--- src/rtl/autosym_pkg.sv ---
// Shared types and helpers for the autosymmetric PLA evaluator.
package autosym_pkg;

   typedef enum logic [1:0] {
      IDLE = 2'd0,
      PROJ = 2'd1,
      SCAN = 2'd2,
      DONE = 2'd3
   } state_t;

   // Widest vector the parity helper accepts; callers zero-extend into it.
   localparam int PAR_W = 64;

   function automatic logic parity(input logic [PAR_W-1:0] v);
      return ^v;
   endfunction

endpackage

--- src/rtl/autosym_proj.sv ---
// GF(2) projection matrix: z[j] = parity(x & row_j), rows reset to identity.
module autosym_proj
   import autosym_pkg::*;
#(
   parameter int N_IN  = 8,
   parameter int N_RED = 8,
   localparam int AW   = (N_RED > 1) ? $clog2(N_RED) : 1
) (
   input  logic             clk,
   input  logic             rst,
   input  logic             we,
   input  logic [AW-1:0]    addr,
   input  logic [N_IN-1:0]  row,
   input  logic [N_IN-1:0]  x,
   output logic [N_RED-1:0] z
);

   logic [N_IN-1:0] rows_q [N_RED];

   always_ff @(posedge clk) begin
      if (rst) begin
         for (int j = 0; j < N_RED; j++) begin
            rows_q[j] <= N_IN'(1) << j;
         end
      end else if (we) begin
         rows_q[addr] <= row;
      end
   end

   always_comb begin
      z = '0;
      for (int j = 0; j < N_RED; j++) begin
         z[j] = parity(PAR_W'(x & rows_q[j]));
      end
   end

endmodule

--- src/rtl/autosym_pla_eval.sv ---
// Run-time programmable evaluator: project x onto reduced variables, then
// scan the cube table one entry per cycle and OR the matching cube outputs.
//
// state | meaning
// IDLE  | ready for input and configuration writes
// PROJ  | register projected z, clear accumulator, load scan counter
// SCAN  | test one cube per cycle, counter runs down to terminal count 0
// DONE  | result presented until out_ready
module autosym_pla_eval
   import autosym_pkg::*;
#(
   parameter int N_IN    = 8,
   parameter int N_RED   = 8,
   parameter int N_CUBES = 32,
   parameter int N_OUT   = 1,
   localparam int CAW    = (N_CUBES > 1) ? $clog2(N_CUBES) : 1,
   localparam int PAW    = (N_RED > 1) ? $clog2(N_RED) : 1
) (
   input  logic             clk,
   input  logic             rst,
   input  logic             cube_we,
   input  logic [CAW-1:0]   cube_addr,
   input  logic [N_RED-1:0] cube_care,
   input  logic [N_RED-1:0] cube_val,
   input  logic [N_OUT-1:0] cube_out,
   input  logic             proj_we,
   input  logic [PAW-1:0]   proj_addr,
   input  logic [N_IN-1:0]  proj_row,
   output logic             cfg_drop,
   input  logic             in_valid,
   output logic             in_ready,
   input  logic [N_IN-1:0]  in_x,
   output logic             out_valid,
   input  logic             out_ready,
   output logic [N_OUT-1:0] out_y
);

   typedef struct packed {
      logic [N_RED-1:0] care;
      logic [N_RED-1:0] val;
      logic [N_OUT-1:0] outs;
   } cube_t;

   state_t           state_q, state_d;
   cube_t            cube_q [N_CUBES];
   cube_t            cube_cur;
   logic [N_IN-1:0]  x_q;
   logic [N_RED-1:0] z, z_q;
   logic [N_OUT-1:0] acc_q, acc_next, out_y_q;
   logic [CAW-1:0]   cnt_q;
   logic             cfg_ok, cube_hit, cfg_drop_q;

   assign cfg_ok = (state_q == IDLE);

   autosym_proj #(.N_IN(N_IN), .N_RED(N_RED)) u_proj (
      .clk  (clk),
      .rst  (rst),
      .we   (proj_we & cfg_ok),
      .addr (proj_addr),
      .row  (proj_row),
      .x    (x_q),
      .z    (z)
   );

   always_ff @(posedge clk) begin
      if (rst) begin
         for (int c = 0; c < N_CUBES; c++) begin
            cube_q[c] <= '0;
         end
      end else if (cube_we && cfg_ok) begin
         cube_q[cube_addr] <= '{care: cube_care, val: cube_val, outs: cube_out};
      end
   end

   // Cubes are visited from N_CUBES-1 down to 0; order is irrelevant to an OR.
   always_comb begin
      cube_cur = cube_q[cnt_q];
      cube_hit = (((z_q ^ cube_cur.val) & cube_cur.care) == '0);
      acc_next = acc_q | (cube_hit ? cube_cur.outs : '0);
   end

   always_comb begin
      state_d   = state_q;
      in_ready  = 1'b0;
      out_valid = 1'b0;
      case (state_q)
         IDLE: begin
            in_ready = 1'b1;
            if (in_valid) state_d = PROJ;
         end
         PROJ: state_d = SCAN;
         SCAN: if (cnt_q == '0) state_d = DONE;
         DONE: begin
            out_valid = 1'b1;
            if (out_ready) state_d = IDLE;
         end
         default: state_d = IDLE;
      endcase
   end

   always_ff @(posedge clk) begin
      if (rst) begin
         state_q    <= IDLE;
         x_q        <= '0;
         z_q        <= '0;
         acc_q      <= '0;
         cnt_q      <= '0;
         out_y_q    <= '0;
         cfg_drop_q <= 1'b0;
      end else begin
         state_q    <= state_d;
         cfg_drop_q <= (cube_we | proj_we) & ~cfg_ok;
         case (state_q)
            IDLE: if (in_valid) x_q <= in_x;
            PROJ: begin
               z_q   <= z;
               acc_q <= '0;
               cnt_q <= CAW'(N_CUBES - 1);
            end
            SCAN: begin
               acc_q <= acc_next;
               cnt_q <= cnt_q - 1'b1;
               if (cnt_q == '0) out_y_q <= acc_next;
            end
            default: ;
         endcase
      end
   end

   assign out_y    = out_y_q;
   assign cfg_drop = cfg_drop_q;

endmodule

--- config.mk ---
export PLATFORM = sky130hd
export DESIGN_NAME = autosym_pla_eval
export DESIGN_NICKNAME = d
export VERILOG_FILES = /design/src/rtl/autosym_pkg.sv /design/src/rtl/autosym_proj.sv /design/src/rtl/autosym_pla_eval.sv
export SDC_FILE = /design/constraint.sdc
export NUM_CORES = 1
export LEC_CHECK = 0
export BUFFER_PORTS_ARGS = -buffer_cell sky130_fd_sc_hd__buf_2
export CAP_MARGIN = 10
export CORE_MARGIN = 2
export CORE_UTILIZATION = 57
export CTS_BUF_LIST = sky130_fd_sc_hd__clkbuf_4 sky130_fd_sc_hd__clkbuf_8
export DETAILED_ROUTE_END_ITERATION = 7
export MAX_ROUTING_LAYER = met4
export PLACE_DENSITY = 0.73
export RECOVER_POWER = 25
export SLEW_MARGIN = 25
export SYNTH_ARGS = -nofsm -noshare
export SYNTH_HDL_FRONTEND = slang
export SYNTH_HIERARCHICAL = 1
export SYNTH_SLANG_ARGS = --single-unit
--- constraint.sdc ---
create_clock -name clk -period 4.4 [get_ports clk]
set_input_delay 0 -clock clk [delete_from_list [all_inputs] [get_ports clk]]
set_output_delay 0 -clock clk [all_outputs]
set_load 0.01 [all_outputs]
Word level (Yosys, flattened, before mapping)
Memory sizes are Yosys's and may differ from the RTL's. A register that Yosys moved wholly into a read port is not among the register bits.
Index checks and enable logic that the tools add are counted.
W data, S select, Z words.
Cells by class
  add/sub/neg operators: 1
  equal/unequal tests: 6
  mux-type cells: 25
  bitwise gates (word level): 15
  reductions and logical operators: 18
Operators by type and width (number)
  $reduce_xor A64 Y1: 8
  $and A8 B8 Y8: 9
  $mux W17: 1
  $reduce_or A17 Y1: 1
  $mux W5: 3
  $mux W1: 13
  $pmux W5 S2: 1
  $logic_not A8 Y1: 1
  $mux W8: 1
  $pmux W2 S4: 1
  $reduce_or A8 Y1: 1
  $xor A8 B8 Y8: 1
  $mux W2: 3
  $ne A2 B2 Y1 const B: 3
  $logic_not A5 Y1: 1
  $sub A5 B1 Y5 const B: 1
  $eq A2 B2 Y1 const B: 2
  $reduce_and A2 Y1: 2
  $mux W3: 1
  $reduce_and A3 Y1: 1
  $and A1 B1 Y1: 2
  $eq A2 B1 Y1 const B: 1
  $logic_not A2 Y1: 1
  $or A1 B1 Y1: 2
  4 further kinds: 4
Storage, ports and cells
  flip-flop bits (word level): 26
  memory bits (writable): 608
  input bits: 47
  output and inout port bits: 4
  logic and storage cells: 74
  memories: 2
Memory list
  cube_q: depth 32, bits a word 17, read ports 1, clocked after Yosys merged registers in 1, write ports 32, RTL line autosym_pla_eval.sv:45  | cube_t cube_q [N_CUBES];
  u_proj.rows_q: depth 8, bits a word 8, read ports 8, clocked after Yosys merged registers in 0, write ports 8, RTL line autosym_proj.sv:18  | logic [N_IN-1:0] rows_q [N_RED];

Longest topological paths before layout
Gate-level depths: netlist (run 1).
  word-level depth: 7
  gate-level depth with buffers: 12
  mapped depth without buffers: 8

By module
Netlist (run 1), hierarchy kept.
By module, submodules not included
  autosym_pla_eval: instances 1, cells each 1703, area each 26337.8 um2, sequential area each 16956.3 um2
  autosym_proj: instances 1, cells each 278, area each 3250.6 um2, sequential area each 1921.8 um2

Worst setup path before layout (run 1)
No wires, ideal clock.
  path type: flip-flop to flip-flop
  start point: register with a tool-made name
  end point: register acc_q
  setup time: 86 ps
  data arrival time: 2723 ps
  required time: 4314 ps
  path slack: 1591 ps
  stages on the path, launching flop included: 11
  buffers on the path: 3
  period minus slack after synthesis: 2809 ps
  path through: dfxtp_1 -> buf_2 -> buf_4 -> buf_1 -> mux4_2 -> mux4_2 -> a22oi_2 -> o211ai_1 -> nor4_2 -> o21ai_1 -> a221oi_2
RTL lines
  end signal, assigned: RTL line autosym_pla_eval.sv:121  | acc_q <= acc_next;
  end, declared: RTL line autosym_pla_eval.sv:49  | logic [N_OUT-1:0] acc_q, acc_next, out_y_q;

==> summary.md, run 1 <==
| Metric | Value |
|---|---|
| Status | completed |
| Clock sinks | ~640 |
| Starting Density | between 50 and 60% |
| Non-Filler Instances | around 2900 |
| Slew Limit Fails | 0 |
| Post-synth EDFFs | just over 600 |
| DP Worst Slack | 1060 ps |
| Inst Count DP | 2615 |
| Synth Cell Area | around 0.030 mm2 |
| Area Overhead vs Synth | 11.5% |
| Cells after synthesis | approximately 2000 |
| Worst setup margin | 882 ps |
| Clock slew at reported path FFs | 60 ps |
| Placed inst area | approximately 0.03 mm2 |
| PD cells | ~510 mW/mm2 |
| Yosys top cell area share | 61.7% |
| H-tree depth | 3 |
| Wirelength, routed | around 76 mm |
| # nets final | 2148 |
| Post-synthesis sequential area ratio | between 60% and 70% |
| Initial antenna violation count | 3 |
| Depth of the worst hold-timing path | 2 |
| Hold crit path type | input port to flop |
| TritonCTS clock tree | done |
| Logic pwr share | 25.0% |
| Vias per cell | 6.00 |
| Setup Buffers After CTS | 0 |
| WS Path Type | flop to flop |
| Reg2reg start | state_q[0]$_SDFFE_PP0P_ |
| Tightest Pin Transition | around 1200 ps |
| Critical path data required time | around 4700 ps |
| Worst reg2reg setup slack | between 800 and 900 ps |
| RSZ-0062 raised after global routing | no |
| CTS max path bufs | 3 |
| I/O pin total | between 50 and 60 |
| Setup Skew | about 30 ps |
| Critical Path Start | state_q[0]$_SDFFE_PP0P_ |
| Worst-skew pair later-pin latency | ~710 ps |
| Async set-or-reset flop fraction in the synthesized netlist | 0% |
| Fmax achieved | about 0.28 GHz |
| MaxCap Viol Count | 0 |
| Synth Net Count | a little over 2000 |
| Slowest Stage Delay on Critical Path | slightly above 800 ps |
| CP most frequent cell | nor2_1 |
| Worst Setup End Kind | flop |
| Final GP Congestion | 0.855 |
| Worst hold path startpoint | cube_care[6] |
| Setup TNS | 0 ps |
| Hold Fails Final Rpt | 0 |
| Global route overflow | 0 |
| Cells along the critical path | inv_1 -> ha_1 -> buf_4 -> nand2_1 -> nor2_1 -> nand3b_1 -> nor2_1 -> clkbuf_1 -> or2_2 |
| Remaining routing DRC violations | 0 |
| Fin crit period | 3520 ps |
| Port-buffer cells | 50 |
| Initial detailed-routing violation count | 1903 |
| Synth warnings | 6 |
| WP data arrival | 3830 ps |
| Crit-path max FO | 18 |
| Clock power frac | between 30 and 40% |
| Fin area | around 0.033 mm2 |
| Setup crit start kind | flop |
| GRT Total Usage | approximately 30% |
| Reg-to-reg endpoint | cube_q[14][5]$_SDFFCE_PN0P_ |
| Die H | roughly 230 um |
| Top delay family on crit path | simple AND/OR/NAND/NOR gates |
| Cell Int Power | between 10 and 15 mW |
| Number of global-route vias before repair | around 18000 |
| Most frequently used flop master after synthesis | edfxtp_1 |
| Reg2reg path depth | 9 |
| # rows | 83 |
| Leak pwr | roughly 12 nW |
| Hold endpoint | cube_q[19][15]$_SDFFCE_PN0P_ |
| Synth area leaders | edfxtp_1 62%, and2_1 13%, mux4_2 10% |
| Sw frac | 29.7% |
| First-pass iteration count of the detailed router | 6 |
| CP max-delay cell | clkbuf_1 |
| Power Total | 16.7 mW |
| Hpwl dp | around 45 mm |
| Seq cells post-synth | approximately 640 |
| Routed len/inst | about 26 um |
| Syn_area_per_cell | between 10 and 15 um2 |
| CTS Buf Count | just over 100 |
| Largest net degree at the start of global routing | 50 |
| DIE AREA | 0.0537 mm2 |
| Post-route ant nets | 0 |
| Slew headroom | a little under a fifth |
| Area leader, netlist | edfxtp_1 |
| Reg power frac | 44.3% |
| Placeable Area | about 0.05 mm2 |
| Unique cell type count in the Yosys netlist | 62 |
| VDD IR max | between 0.3 and 0.4 mV |
| Via count | around 17000 |
| Share of post-route cells with drive strength above 1 | between 20% and 30% |
| Global-route wire length before repair | ~110 mm |
| CTS Root Cell | clkbuf_8 |
| Die X | 232 um |
| Final setup fails | 0 |
| Period Utilization, post-route | ~80% |
| WP buf/inv | 3 |
| Switching pwr | a little under 5 mW |
## area by class of cell
cell class | instances | area [um2]
Fill cell | 3681 | 18300
Inverter | 10 | 37.5
Tap cell | 680 | 851
Clock buffer | 146 | 1770
Clock inverter | 43 | 274
Antenna cell | 2 | 5.00
Timing Repair Buffer | 158 | 1210
Sequential cell | 639 | 18900
Multi-Input combinational cell | 1184 | 9940
## synthesized netlist by cell type, types with 4 or more instances
library cell  count
and3_1            4
dfxtp_1          31
nand2b_1          5
nand3b_1          5
or3_1             8
mux4_1           13
nand2_1          91
nor3_1            6
mux2i_1          43
xnor2_1          53
clkbuf_1        104
or2_2            41
a21oi_1          16
nand3_1          13
buf_6             5
edfxtp_1        608
buf_1             4
and2_1          602
buf_4             7
nor2_1           64
buf_2            22
xor2_1           19
inv_1             8
ha_1              6
nor2b_1           5
mux4_2          136
a22oi_1           4
## power by group through the flow
stage	sequential, mW	combinational (mW)	clock [mW]
6_report	7.38	4.17	5.11
5_1_grt	7.41	4.40	5.43
4_1_cts	7.38	4.17	5.16
3_5_place_dp	7.51	4.08	0
3_3_place_gp	7.49	4.04	0
2_1_floorplan	7.18	3.19	0
## worst max-delay path by stage
| stage | end | cells past startpoint |
|---|---|---|
| 2_1_floorplan | acc_q$_SDFFE_PP0N_ | 10 |
| 3_3_place_gp | out_y$_SDFFE_PP0P_ | 8 |
| 3_5_place_dp | out_y$_SDFFE_PP0P_ | 8 |
| 4_1_cts | u_proj/rows_q[0][0]$_SDFFCE_PN1P_ | 9 |
| 5_1_grt | cube_q[5][5]$_SDFFCE_PN0P_ | 10 |
| 6_report | cube_q[14][5]$_SDFFCE_PN0P_ | 9 |
## sequential cells by signal, summed over array words and instances (netlist names), named ones only
name / count
cnt_q: 5
state_q: 2
z_q: 8
u_proj/rows_q: 64
x_q: 8
cube_q: 544
out_y: 1
cfg_drop: 1
acc_q: 1
## layout by cell type (no fill, tap or decap), drive strengths merged, types with 4 or more instances in the layout
master | netlist | routed
ha | 6 | 6
or3 | 8 | 8
and3 | 4 | 4
xnor2 | 53 | 53
xor2 | 19 | 19
nand2 | 91 | 91
nor3 | 8 | 8
nor2b | 5 | 5
a22oi | 5 | 5
a221oi | 5 | 5
o21ai | 4 | 4
and2 | 602 | 602
buf | 41 | 83
clkbuf | 107 | 165
mux4 | 149 | 149
a21oi | 16 | 16
o211ai | 4 | 4
edfxtp | 608 | 608
mux2i | 43 | 43
nor2 | 67 | 67
inv | 9 | 10
dlygate4sd3 | 0 | 56
clkinv | 1 | 36
nand2b | 5 | 5
nand3b | 5 | 5
or2 | 41 | 41
nand3 | 13 | 13
nor4 | 4 | 4
clkinvlp | 0 | 4
dfxtp | 31 | 31
## kinds of logic after synthesis
kind of cell / after synthesis / share of synthesized area (%)
fa+ha+maj: 6 / 0.254
mux: 193 / 13.0
xor+xnor: 72 / 2.13
simple gates: 862 / 17.1
compound gates: 51 / 1.25
buf+inv: 158 / 2.51
flops: 639 / 63.8
## repair_timing
item	CTS	global route
endpoints found under the hold margin	380	0
hold buffers	56	0
gates resized for setup	0	0
## per-stage QoR
stage | utilization, % | hold WS [ps]
floorplan | - | 147
global placement | 59.4 | 275
detailed placement | 59.4 | 274
CTS | 64.5 | 0.415
global route | 64.3 | 46.9
finish | 64.3 | 52.4
## worst register-to-register path: cells and delay by family (launching register included)
family                   cells  cell delay [ps]
adder cells (fa/ha/maj)      1              150
buffers and inverters        3             1130
flip-flops                   1              340
AND/OR/NAND/NOR              5             1510
## layer usage
layer / GRT usage, % / vias to the layer above / wire length (um)
met5: - / - / 0
met4: 12.7 / 0 / 2990
met3: 4.89 / 178 / 6300
met2: 45.8 / 816 / 36500
met1: 39.3 / 8788 / 29700
li1: - / 7404 / -
Power figures use the tool's default switching activity.
==> inputs of run 2 (changes only) <==
- PLACE_DENSITY: 0.73 -> 0.76
- clock period: 4.4 -> 3 ns (I/O delays scaled with it)
==> run 2 against run 1 <==
  * Flip-flop and latch count is the same
  * Critical path depth is the same
  * Wire length shrank 0.75%
  * Sequential power grew 45%
  * Maximum frequency grew 18%
  * Largest power group unchanged
==> summary.md, run 2 (synthesized netlist as in run 1, its figures left out) <==
| Metric | Value |
|---|---|
| Cells along the critical path | buf_12 -> mux4_2 -> a22o_1 -> a221oi_2 -> a21oi_1 -> mux4_2 -> and4bb_1 -> o21ai_2 -> a221oi_2 |
| Top delay family on crit path | multiplexers |
| Wirelength, routed | 75.0 mm |
| Initial antenna violation count | 4 |
| Global route overflow | 0 |
| Clock slew at reported path FFs | 60 ps |
| VDD IR max | 0.372 mV |
| Vias per cell | 6.00 |
| Starting Density | between 50% and 60% |
| GRT met2 Usage | between 40% and 50% |
| Tightest Pin Transition | around 900 ps |
| MaxCap Viol Count | 0 |
| WP data arrival | 3610 ps |
| Share of post-route cells with drive strength above 1 | between 20% and 30% |
| Slowest Stage Delay on Critical Path | roughly 530 ps |
| Remaining routing DRC violations | 0 |
| Initial detailed-routing violation count | between 1500 and 2000 |
| Slew headroom | roughly two fifths |
| Period Utilization, post-route | slightly below 100% |
| CTS Root Cell | clkbuf_8 |
| Biggest regs | cube_q (544), u_proj/rows_q (64) |
| DIE AREA | ~0.054 mm2 |
| Most common library cell in the layout ignoring fill and taps | edfxtp_1 |
| Fmax achieved | between 0.3 and 0.4 GHz |
| Die X | about 230 um |
| Hold_ws | between 50 and 60 ps |
| Area Overhead vs Synth | 13.1% |
| Via count | approximately 17000 |
| First-pass iteration count of the detailed router | 7 |
| Fillers | around 3600 |
| RSZ-0062 raised after global routing | yes |
| Area of the multi-input gates | approximately 0.010 mm2 |
| Global-route wire length before repair | 112 mm |
| Register area | 0.0189 mm2 |
| Most frequent cells in the layout | 608 x edfxtp_1, 486 x and2_1, 137 x mux4_2 |
| Hpwl dp | roughly 46 mm |
| Post-route ant nets | 0 |
| CTS Buf Count | between 100 and 150 |
| Setup crit start kind | flop |
| Final GP Congestion | ~0.85 |
| Power Total | roughly 25 mW |
| Worst reg2reg setup slack | 20 ps |
| WS Path Type | flop to flop |
| Port-buffer cells | 50 |
| Fin crit period | roughly 3000 ps |
| I/O pin total | approximately 50 |
| Leak pwr | 12.2 nW |
| WP buf/inv | 1 |
| Biggest register | cube_q |
| CTS max path bufs | 3 |
| GR Layer Usage met1 | between 40% and 50% |
| Routing usage on met3 | between 5 and 6% |
| Max FFs per register | around 540 |
| Worst Setup End Kind | flop |
| TritonCTS clock tree | done |
| Crit-path max FO | 8 |
| Clock sinks | approximately 640 |
| Hold crit path type | input port to flop |
| Number of global-route vias before repair | approximately 17000 |
| CP max-delay cell | mux4_2 |
| Worst hold path startpoint | cube_care[3] |
| # nets final | roughly 2200 |
| Routed len/inst | ~26 um |
| Worst-skew pair later-pin latency | about 700 ps |
| Hold Fails Final Rpt | 0 |
| Critical path data required time | between 3000 and 4000 ps |
| Status | completed |
| Placeable Area | 0.0513 mm2 |
| # rows | 83 |
| Setup Skew | approximately 43 ps |
| GRT Total Usage | 29.5% |
| Final setup fails | 0 |
| PD cells | 746 mW/mm2 |
| Most used routing layer | met2 |
| Largest net degree at the start of global routing | 46 |
| Die H | around 230 um |
| H-tree depth | 3 |
| Slew Limit Fails | 0 |
==> run 2: cell count changes in the layout (fill, tap and decap cells not counted), moves of 4 or more <==
cell,previous run,this run
clkbuf_2,0,15
buf_4,31,48
clkbuf_8,108,112
clkbuf_1,19,7
buf_12,6,21
and2_0,144,116
and2_1,458,486
==> run 2: layer usage <==
metal	part of all wire [%]	vias to the layer above	wire, um
met3	10	142	7610
li1	-	7475	-
met1	39	8773	29500
met2	48	955	35600
met4	3.0	0	2260
met5	0	-	0
==> run 2: through the flow <==
stage | setup TNS [ps] | std cells | setup slack, ps | area, um2 | utilization [%]
6_report | 0 | 2893 | 15.8 | 33500 | 65.2
5_1_grt | -167 | 2893 | -85.3 | 33500 | 65.2
4_1_cts | 0 | 2886 | 8.21 | 33500 | 65.2
3_5_place_dp | -0.633 | 2646 | -0.633 | 30900 | 60.2
3_3_place_gp | 0 | 2646 | 20.8 | 30900 | 60.2
2_1_floorplan | 0 | 1981 | 191 | 29600 | -
==> run 2: worst paths after layout <==
check,end,cells after the start
setup reg to reg,acc_q$_SDFFE_PP0N_,9
hold / removal,cube_q[3][12]$_SDFFCE_PN0P_,2
setup / recovery,acc_q$_SDFFE_PP0N_,9
hold reg to reg,acc_q$_SDFFE_PP0N_,2
==> run 2: layout make-up <==
type                            instances  area share [%]
Sequential cell                       639            56.5
Multi-Input combinational cell       1184            29.8
Inverter                               10           0.112
Antenna cell                            1         0.00748
Timing Repair Buffer                  195            5.11
Tap cell                              680            2.54
Clock buffer                          148            5.41
Clock inverter                         36           0.602
==> run 2: where the power goes <==
| group | total [mW] | internal (mW) | switching [mW] | leakage [nW] |
|---|---|---|---|---|
| combinational | 6.78 | 3.34 | 3.44 | 4.59 |
| clock | 7.44 | 3.96 | 3.48 | 1.07 |
| sequential | 10.7 | 10.2 | 0.492 | 6.51 |
==> run 2: what timing repair did <==
action	CTS	global route
hold endpoints to repair	439	0
gates resized for setup	0	7
endpoints found under the setup margin	0	11
setup buffers	0	5
hold buffers	56	0
